File: config.mk
export PLATFORM = sky130hd
export DESIGN_NAME = vce2_vrf_seq_flat
export DESIGN_NICKNAME = d
export VERILOG_FILES = /design/src/rtl/vce2_pkg.sv /design/src/rtl/vce2_vrf_seq_if.sv /design/src/rtl/vce2_vrf_seq.sv /design/src/flat_wrapper.sv
export SDC_FILE = /design/constraint.sdc
export NUM_CORES = 1
export LEC_CHECK = 0
export BUFFER_PORTS_ARGS = -buffer_cell sky130_fd_sc_hd__buf_2
export CORE_ASPECT_RATIO = 0.5
export CORE_MARGIN = 8
export CORE_UTILIZATION = 51
export DETAILED_ROUTE_END_ITERATION = 16
export PLACE_DENSITY_LB_ADDON = 0.2
export SLEW_MARGIN = 15
export SYNTH_ARGS = -nofsm -noshare
export SYNTH_HDL_FRONTEND = slang
export SYNTH_SLANG_ARGS = --single-unit
File: constraint.sdc
create_clock -name clk_i -period 3.5 [get_ports clk_i]
set_clock_uncertainty 0.1 [all_clocks]
set_input_delay 0.525 -clock clk_i [delete_from_list [all_inputs] [get_ports clk_i]]
set_output_delay 0.525 -clock clk_i [all_outputs]
set_load 0.05 [all_outputs]
File: src/rtl/vce2_pkg.sv
// Shared types and constants for the vector register file element sequencer.
package vce2_pkg;

  typedef enum logic [2:0] {
    StIdle,
    StLoad,
    StAddr,
    StReq,
    StResp,
    StExec,
    StDone
  } vrf_seq_state_e;

  typedef enum logic [1:0] {
    PhRs1,
    PhRs2,
    PhAcc,
    PhRd
  } vrf_phase_e;

  localparam logic [3:0] MemBeWord = 4'hF;

  // Operand phase after `ph`; PhRd means every operand is in and the ALU runs next.
  function automatic vrf_phase_e next_operand_phase(vrf_phase_e ph, logic use_rs2, logic acc);
    vrf_phase_e nxt;
    nxt = PhRd;
    case (ph)
      PhRs1: begin
        if (use_rs2) begin
          nxt = PhRs2;
        end else if (acc) begin
          nxt = PhAcc;
        end
      end
      PhRs2: begin
        if (acc) begin
          nxt = PhAcc;
        end
      end
      default: nxt = PhRd;
    endcase
    return nxt;
  endfunction

endpackage

File: src/rtl/vce2_vrf_seq_if.sv
// AGU strobes, OBI-style memory port and lane ALU hookup of the element sequencer.
interface vce2_vrf_seq_if #(
  parameter int unsigned AddrWidth = 32
) ();

  logic                 agu_load;
  logic                 agu_get_rs1;
  logic                 agu_get_rs2;
  logic                 agu_get_rd;
  logic                 agu_get_rd_noincr;
  logic [AddrWidth-1:0] agu_addr;

  logic                 mem_req;
  logic                 mem_gnt;
  logic                 mem_we;
  logic [AddrWidth-1:0] mem_addr;
  logic [3:0]           mem_be;
  logic [31:0]          mem_wdata;
  logic                 mem_rvalid;
  logic [31:0]          mem_rdata;

  logic [31:0]          alu_a;
  logic [31:0]          alu_b;
  logic [31:0]          alu_c;
  logic                 alu_valid;
  logic [31:0]          alu_result;

  modport master (
    output agu_load, agu_get_rs1, agu_get_rs2, agu_get_rd, agu_get_rd_noincr,
    output mem_req, mem_we, mem_addr, mem_be, mem_wdata,
    output alu_a, alu_b, alu_c, alu_valid,
    input  agu_addr, mem_gnt, mem_rvalid, mem_rdata, alu_result
  );

  modport slave (
    input  agu_load, agu_get_rs1, agu_get_rs2, agu_get_rd, agu_get_rd_noincr,
    input  mem_req, mem_we, mem_addr, mem_be, mem_wdata,
    input  alu_a, alu_b, alu_c, alu_valid,
    output agu_addr, mem_gnt, mem_rvalid, mem_rdata, alu_result
  );

endinterface

File: src/rtl/vce2_vrf_seq.sv
// Element sequencer for the memory-mapped vector register file (one memory access in flight).
// Define VCE2_VRF_ACC_EN to add the accumulate phase (old vd read into alu_c before EXEC).
module vce2_vrf_seq
  import vce2_pkg::*;
#(
  parameter int unsigned AddrWidth = 32,
  parameter int unsigned VlWidth   = 8
) (
  input  logic               clk_i,
  input  logic               rst_ni,
  input  logic               start_i,
  input  logic [VlWidth-1:0] vl_i,
  input  logic               use_rs2_i,
`ifdef VCE2_VRF_ACC_EN
  input  logic               acc_i,
`endif
  output logic               busy_o,
  output logic               done_o,
  vce2_vrf_seq_if.master     bus
);

  vrf_seq_state_e state_q, state_d;
  vrf_phase_e     phase_q, phase_d;

  logic [VlWidth-1:0]   cnt_q, cnt_d;
  logic [VlWidth-1:0]   vl_q, vl_d;
  logic                 use_rs2_q, use_rs2_d;
  logic [AddrWidth-1:0] addr_q, addr_d;
  logic                 we_q, we_d;
  logic [31:0]          wdata_q, wdata_d;
  logic [31:0]          a_q, a_d;
  logic [31:0]          b_q, b_d;
  logic                 acc_now;

`ifdef VCE2_VRF_ACC_EN
  logic                 acc_q, acc_d;
  logic [31:0]          c_q, c_d;
  assign acc_now = acc_q;
`else
  assign acc_now = 1'b0;
`endif

  logic agu_load, get_rs1, get_rs2, get_rd, get_rd_noincr;
  logic mem_req, alu_valid, done;

  always_comb begin
    state_d       = state_q;
    phase_d       = phase_q;
    cnt_d         = cnt_q;
    vl_d          = vl_q;
    use_rs2_d     = use_rs2_q;
    addr_d        = addr_q;
    we_d          = we_q;
    wdata_d       = wdata_q;
    a_d           = a_q;
    b_d           = b_q;
`ifdef VCE2_VRF_ACC_EN
    acc_d         = acc_q;
    c_d           = c_q;
`endif
    agu_load      = 1'b0;
    get_rs1       = 1'b0;
    get_rs2       = 1'b0;
    get_rd        = 1'b0;
    get_rd_noincr = 1'b0;
    mem_req       = 1'b0;
    alu_valid     = 1'b0;
    done          = 1'b0;

    unique case (state_q)
      StIdle: begin
        if (start_i) begin
          vl_d      = vl_i;
          use_rs2_d = use_rs2_i;
`ifdef VCE2_VRF_ACC_EN
          acc_d     = acc_i;
`endif
          cnt_d     = '0;
          state_d   = (vl_i != '0) ? StLoad : StDone;
        end
      end
      StLoad: begin
        agu_load = 1'b1;
        phase_d  = PhRs1;
        state_d  = StAddr;
      end
      StAddr: begin
        unique case (phase_q)
          PhRs1: get_rs1 = 1'b1;
          PhRs2: get_rs2 = 1'b1;
          PhAcc: begin
`ifdef VCE2_VRF_ACC_EN
            get_rd_noincr = 1'b1;
`endif
          end
          PhRd:  get_rd = 1'b1;
        endcase
        // The request phase only ever sees this latched copy, never the live AGU bus.
        addr_d  = bus.agu_addr & ~AddrWidth'(3);
        we_d    = (phase_q == PhRd);
        state_d = StReq;
      end
      StReq: begin
        mem_req = 1'b1;
        if (bus.mem_gnt) begin
          state_d = StResp;
        end
      end
      StResp: begin
        if (bus.mem_rvalid) begin
          if (we_q) begin
            we_d  = 1'b0;
            cnt_d = cnt_q + VlWidth'(1);
            if (cnt_d == vl_q) begin
              state_d = StDone;
            end else begin
              phase_d = PhRs1;
              state_d = StAddr;
            end
          end else begin
            case (phase_q)
              PhRs1: a_d = bus.mem_rdata;
              PhRs2: b_d = bus.mem_rdata;
`ifdef VCE2_VRF_ACC_EN
              PhAcc: c_d = bus.mem_rdata;
`endif
              default: ;
            endcase
            phase_d = next_operand_phase(phase_q, use_rs2_q, acc_now);
            state_d = (phase_d == PhRd) ? StExec : StAddr;
          end
        end
      end
      StExec: begin
        alu_valid = 1'b1;
        wdata_d   = bus.alu_result;
        phase_d   = PhRd;
        state_d   = StAddr;
      end
      StDone: begin
        done    = 1'b1;
        state_d = StIdle;
      end
      default: state_d = StIdle;
    endcase
  end

  always_ff @(posedge clk_i or negedge rst_ni) begin
    if (!rst_ni) begin
      state_q   <= StIdle;
      phase_q   <= PhRs1;
      cnt_q     <= '0;
      vl_q      <= '0;
      use_rs2_q <= 1'b0;
      addr_q    <= '0;
      we_q      <= 1'b0;
      wdata_q   <= '0;
      a_q       <= '0;
      b_q       <= '0;
`ifdef VCE2_VRF_ACC_EN
      acc_q     <= 1'b0;
      c_q       <= '0;
`endif
    end else begin
      state_q   <= state_d;
      phase_q   <= phase_d;
      cnt_q     <= cnt_d;
      vl_q      <= vl_d;
      use_rs2_q <= use_rs2_d;
      addr_q    <= addr_d;
      we_q      <= we_d;
      wdata_q   <= wdata_d;
      a_q       <= a_d;
      b_q       <= b_d;
`ifdef VCE2_VRF_ACC_EN
      acc_q     <= acc_d;
      c_q       <= c_d;
`endif
    end
  end

  assign busy_o = (state_q != StIdle);
  assign done_o = done;

  assign bus.agu_load          = agu_load;
  assign bus.agu_get_rs1       = get_rs1;
  assign bus.agu_get_rs2       = get_rs2;
  assign bus.agu_get_rd        = get_rd;
  assign bus.agu_get_rd_noincr = get_rd_noincr;

  assign bus.mem_req   = mem_req;
  assign bus.mem_we    = we_q;
  assign bus.mem_addr  = addr_q;
  assign bus.mem_be    = MemBeWord;
  assign bus.mem_wdata = wdata_q;

  assign bus.alu_a     = a_q;
  assign bus.alu_b     = b_q;
  assign bus.alu_valid = alu_valid;
`ifdef VCE2_VRF_ACC_EN
  assign bus.alu_c     = c_q;
`else
  assign bus.alu_c     = '0;
`endif

endmodule
File: src/flat_wrapper.sv
// flat-port wrapper written by rule: the top's interface ports become plain ports
module vce2_vrf_seq_flat import vce2_pkg::*;
#(
  parameter int unsigned AddrWidth = 32,
  parameter int unsigned VlWidth   = 8
)
  (clk_i, rst_ni, start_i, vl_i, use_rs2_i, busy_o, done_o, bus_agu_load, bus_agu_get_rs1, bus_agu_get_rs2, bus_agu_get_rd, bus_agu_get_rd_noincr, bus_mem_req, bus_mem_we, bus_mem_addr, bus_mem_be, bus_mem_wdata, bus_alu_a, bus_alu_b, bus_alu_c, bus_alu_valid, bus_agu_addr, bus_mem_gnt, bus_mem_rvalid, bus_mem_rdata, bus_alu_result);
  vce2_vrf_seq_if #(.AddrWidth(AddrWidth)) bus_i ();
  input  logic clk_i;
  input  logic rst_ni;
  input  logic start_i;
  input  logic [VlWidth-1:0] vl_i;
  input  logic use_rs2_i;
  output logic busy_o;
  output logic done_o;
  output wire logic [$bits(bus_i.agu_load)-1:0] bus_agu_load;
  output wire logic [$bits(bus_i.agu_get_rs1)-1:0] bus_agu_get_rs1;
  output wire logic [$bits(bus_i.agu_get_rs2)-1:0] bus_agu_get_rs2;
  output wire logic [$bits(bus_i.agu_get_rd)-1:0] bus_agu_get_rd;
  output wire logic [$bits(bus_i.agu_get_rd_noincr)-1:0] bus_agu_get_rd_noincr;
  output wire logic [$bits(bus_i.mem_req)-1:0] bus_mem_req;
  output wire logic [$bits(bus_i.mem_we)-1:0] bus_mem_we;
  output wire logic [$bits(bus_i.mem_addr)-1:0] bus_mem_addr;
  output wire logic [$bits(bus_i.mem_be)-1:0] bus_mem_be;
  output wire logic [$bits(bus_i.mem_wdata)-1:0] bus_mem_wdata;
  output wire logic [$bits(bus_i.alu_a)-1:0] bus_alu_a;
  output wire logic [$bits(bus_i.alu_b)-1:0] bus_alu_b;
  output wire logic [$bits(bus_i.alu_c)-1:0] bus_alu_c;
  output wire logic [$bits(bus_i.alu_valid)-1:0] bus_alu_valid;
  input wire logic [$bits(bus_i.agu_addr)-1:0] bus_agu_addr;
  input wire logic [$bits(bus_i.mem_gnt)-1:0] bus_mem_gnt;
  input wire logic [$bits(bus_i.mem_rvalid)-1:0] bus_mem_rvalid;
  input wire logic [$bits(bus_i.mem_rdata)-1:0] bus_mem_rdata;
  input wire logic [$bits(bus_i.alu_result)-1:0] bus_alu_result;
  assign bus_agu_load = bus_i.agu_load;
  assign bus_agu_get_rs1 = bus_i.agu_get_rs1;
  assign bus_agu_get_rs2 = bus_i.agu_get_rs2;
  assign bus_agu_get_rd = bus_i.agu_get_rd;
  assign bus_agu_get_rd_noincr = bus_i.agu_get_rd_noincr;
  assign bus_mem_req = bus_i.mem_req;
  assign bus_mem_we = bus_i.mem_we;
  assign bus_mem_addr = bus_i.mem_addr;
  assign bus_mem_be = bus_i.mem_be;
  assign bus_mem_wdata = bus_i.mem_wdata;
  assign bus_alu_a = bus_i.alu_a;
  assign bus_alu_b = bus_i.alu_b;
  assign bus_alu_c = bus_i.alu_c;
  assign bus_alu_valid = bus_i.alu_valid;
  assign bus_i.agu_addr = bus_agu_addr;
  assign bus_i.mem_gnt = bus_mem_gnt;
  assign bus_i.mem_rvalid = bus_mem_rvalid;
  assign bus_i.mem_rdata = bus_mem_rdata;
  assign bus_i.alu_result = bus_alu_result;
  vce2_vrf_seq #(.AddrWidth(AddrWidth), .VlWidth(VlWidth)) u_core (.clk_i(clk_i), .rst_ni(rst_ni), .start_i(start_i), .vl_i(vl_i), .use_rs2_i(use_rs2_i), .busy_o(busy_o), .done_o(done_o), .bus(bus_i));
endmodule
==> key figures <==
Floorplan
  • Top-level port count: 284
  • Effective utilization at floorplan: 51.7%
  • Die Area: about 17000 µm²
  • Die Width: 175 µm
  • Vertical extent of the die: between 90 and 100 µm
  • Core area: 12500 µm²
  • Row Count: 29

Power and ir drop
  • Register share of total power: 30.4%
  • Relative contribution of combinational cells to total power: 49.7%
  • Clock power frac: 19.9%
  • Worst-case vdd ir drop: roughly 0.6 mV
  • Power density cells: 1150 nW/µm²
  • Pint: 0.00479 W
  • Net Switching: between 0.004 and 0.005 W
  • Net switching share of the total power: 49.8%
  • Static leakage: 4.58 nW

Yosys
  • Simple-gate share of the synthesized area: 16.7%
  • Gate Count Post-Synth: 590
  • Area fraction in compound gates after synthesis: under 10%
  • Sequential share of the synthesized area: 57.6%
  • Adder-cell share of the synthesized area: 0.193%
  • Cell area after technology mapping: 6470 µm²
  • Area share of xor/xnor cells in the synthesized design: 1.22%
  • Mean Syn Cell Area: 11.0 µm²
  • Share of cell area taken by muxes after synthesis: between 10% and 20%
  • Distinct cells, synth: 49
  • Post-synthesis async set-or-reset flop share: 100%
  • Most used flip-flop cell after synthesis: dfrtp_1
  • Number of warnings reported in the yosys synthesis log: 0
  • EDFF count, synth: 0
  • Register bit count reported by yosys: 149
  • Combinational family with the most area after synthesis: simple AND/OR/NAND/NOR gates

Placed design
  • Buffers added on ports: 242
  • RD Place Congestion: 0.822
  • HPWL reported at the end of detailed placement: roughly 13 mm
  • Placed Instances: 982

Global route
  • Remaining global-route overflow: 0
  • Number of antenna violations at the first check in global routing: 0
  • Total GRT Usage: 20.0%
  • Maximum number of pins on one net before global-route repair: between 60 and 70
  • Vias in the first global route: 5283
  • First-pass GRT wire length: 26.5 mm

STA
  • F_max: 333 MHz
  • Total setup violations reported at the end of the flow: 0
  • Transition time of the tightest slew-check pin: 0.728 ns
  • Setup repair after global routing missed its margin: no
  • Hold Slack: -0.0120 ns
  • Hold violation count in the final report: 27
  • Worst rel slew slack: 51.5%
  • Accumulated negative setup slack: 0 ns
  • Final period demand of the worst path: ~3 ns
  • Final worst path period share: 85.7%
  • Fin. max-slew vios: 0

Routing
  • Count of vias placed by the detailed router: 4854
  • DRC violations left: 0
  • Count of nets left with antenna violations after detail routing: 0
  • Routed wire length: 16.8 mm
  • DR pass1 iterations: 4
  • Initial drt markers: 260
  • WL per Instance: 16.6 µm
  • Drt via density: 4.79

Setup path
  • Worst stage delay on the critical path: 0.84 ns
  • Reg2Reg Setup Slack: 0.86 ns
  • Arrival @ worst endpoint: 2.38 ns
  • Highest-delay cell along the critical path: or3b_2
  • Worst Setup Path Type: reg2out
  • Top delay family on crit path: simple AND/OR/NAND/NOR gates
  • Buffer and inverter count on the worst path: 1
  • Startpoint class of the critical path: register
  • Crit path max fanout: 34
  • Cell Chain, Critical Path: or3b_2, nor3b_1, buf_2
  • Kind of end point of the critical path: output pin
  • Req. time, crit path: between 2 and 3 ns

Clocking
  • Total of hold buffers inserted after clock tree synthesis: 0
  • Maximum level of the CTS H-tree: 4
  • Clock slew at the register clock pins of the worst setup and hold paths: 0.06 ns
  • Root Buffer: clkbuf_16
  • Number of buffers on the longest clock path: 2
  • Buffers inserted during post-CTS setup optimization: 0
  • Clock network latency to the later pin of the worst-skew pair: ~0.41 ns
  • Sinks on Clock Net: between 100 and 150
  • Cts bufs inserted: 17
  • PostCTS Resize Cnt: 0
  • CTS tree: yes

Status
  • Violations in the final reports: negative hold slack
  • Status: finished with violations

Finish
  • Post-route insts no fill: 1013
  • Number of antenna repair diodes: 0
  • Top library cells by usage in the layout, fill and taps aside: 241 x buf_2, 198 x nand2_1, 149 x dfrtp_1
  • Signed area change from the synthesized netlist to the final layout: 28.0%
  • Fraction of layout cells with a size suffix above 1: 43.4%
  • Count of fill cells added during filler insertion: 1029
  • Most frequent standard cell in the layout excluding fill and tap cells: buf_2
  • # nets final: 942

Run
  • Max-capacitance violation count: 0

Worst hold path
  • Type of the tightest min-delay check: in2async
-- cell type report --
type / instances / area [µm²] / area share [%]
Clock buffer: 18 / 429 / 5.18
Multi-Input combinational cell: 405 / 2400 / 28.9
Timing Repair Buffer: 252 / 1320 / 15.9
Clock inverter: 13 / 180 / 2.17
Sequential cell: 149 / 3730 / 45.0
Inverter: 6 / 22.5 / 0.272
Tap cell: 170 / 213 / 2.57
-- sequential cells by signal (all words and copies together) (netlist names) --
signal	count
u_core.bus.alu_a	32
u_core.bus.alu_b	32
u_core.bus.mem_addr	30
u_core.bus.mem_wdata	32
u_core.bus.mem_we	1
u_core.cnt_q	8
u_core.phase_q	2
u_core.state_q	3
u_core.use_rs2_q	1
u_core.vl_q	8
-- metal layers --
layer	up-vias	global-route usage [%]	part of all wire, %
met1	2337	21.4	37
met2	161	36.2	53
met4	0	6.94	1.8
met5	-	0	0
li1	2335	-	-
met3	21	8.26	8.6
-- through the flow --
step	cell area (µm²)	power, W	worst slack [ns]	utilization (%)
after floorplan	6610	0.00656	0.450	-
after global placement	7680	0.00762	0.966	61.3
after detailed placement	7680	0.00771	0.897	61.3
after CTS	8290	0.00964	0.508	66.2
after global routing	8290	0.0100	0.405	66.2
final	8290	0.00954	0.499	66.2
-- cells in the mapped netlist, types with 3 or more instances --
master / instances / area [µm²]
nand2_1: 198 / 743
dfrtp_1: 149 / 3730
mux2_2: 71 / 800
buf_4: 42 / 315
o21ai_0: 17 / 85.1
clkbuf_1: 15 / 56.3
nand3_1: 10 / 50.1
inv_1: 6 / 22.5
nor3b_1: 5 / 37.5
xor2_1: 5 / 43.8
a21oi_1: 4 / 20.0
and3_1: 4 / 25.0
buf_2: 4 / 20.0
mux2_1: 4 / 45.0
nor2_1: 4 / 15.0
nor3_1: 4 / 20.0
xnor2_1: 4 / 35.0
o211ai_1: 3 / 22.5
-- power by group through the flow --
| stage | Clock, W | Combinational [W] | Sequential (W) |
|---|---|---|---|
| 2_1_floorplan | 0 | 0.00137 | 0.00519 |
| 3_3_place_gp | 0 | 0.00473 | 0.00289 |
| 3_5_place_dp | 0 | 0.00479 | 0.00292 |
| 4_1_cts | 0.00193 | 0.00480 | 0.00290 |
| 5_1_grt | 0.00201 | 0.00501 | 0.00301 |
| 6_report | 0.00190 | 0.00474 | 0.00290 |
-- kinds of logic after synthesis --
kind of cell               count (synthesis)
xor gates and xnor gates                   9
other                                      2
DFF                                      149
muxes                                     75
adders and majority gates                  1
buffers and inverters                     73
and+or+nand+nor                          246
AOI/OAI and AO/OA                         35
-- worst paths after layout --
path | from | endpoint | depth (start not counted)
max | u_core.state_q[2] | bus_agu_get_rs2 | 3
min | rst_ni | u_core.bus.mem_addr[13] | 1
max reg2reg | u_core.state_q[2] | u_core.bus.alu_b[22] | 5
min reg2reg | u_core.bus.mem_wdata[8] | u_core.bus.mem_wdata[8] | 2
max in group asynchronous | rst_ni | u_core.bus.alu_a[9] | 2
min in group clk_i | bus_agu_addr[6] | u_core.bus.mem_addr[6] | 3
Note: power is estimated with default switching activity, not from simulation.
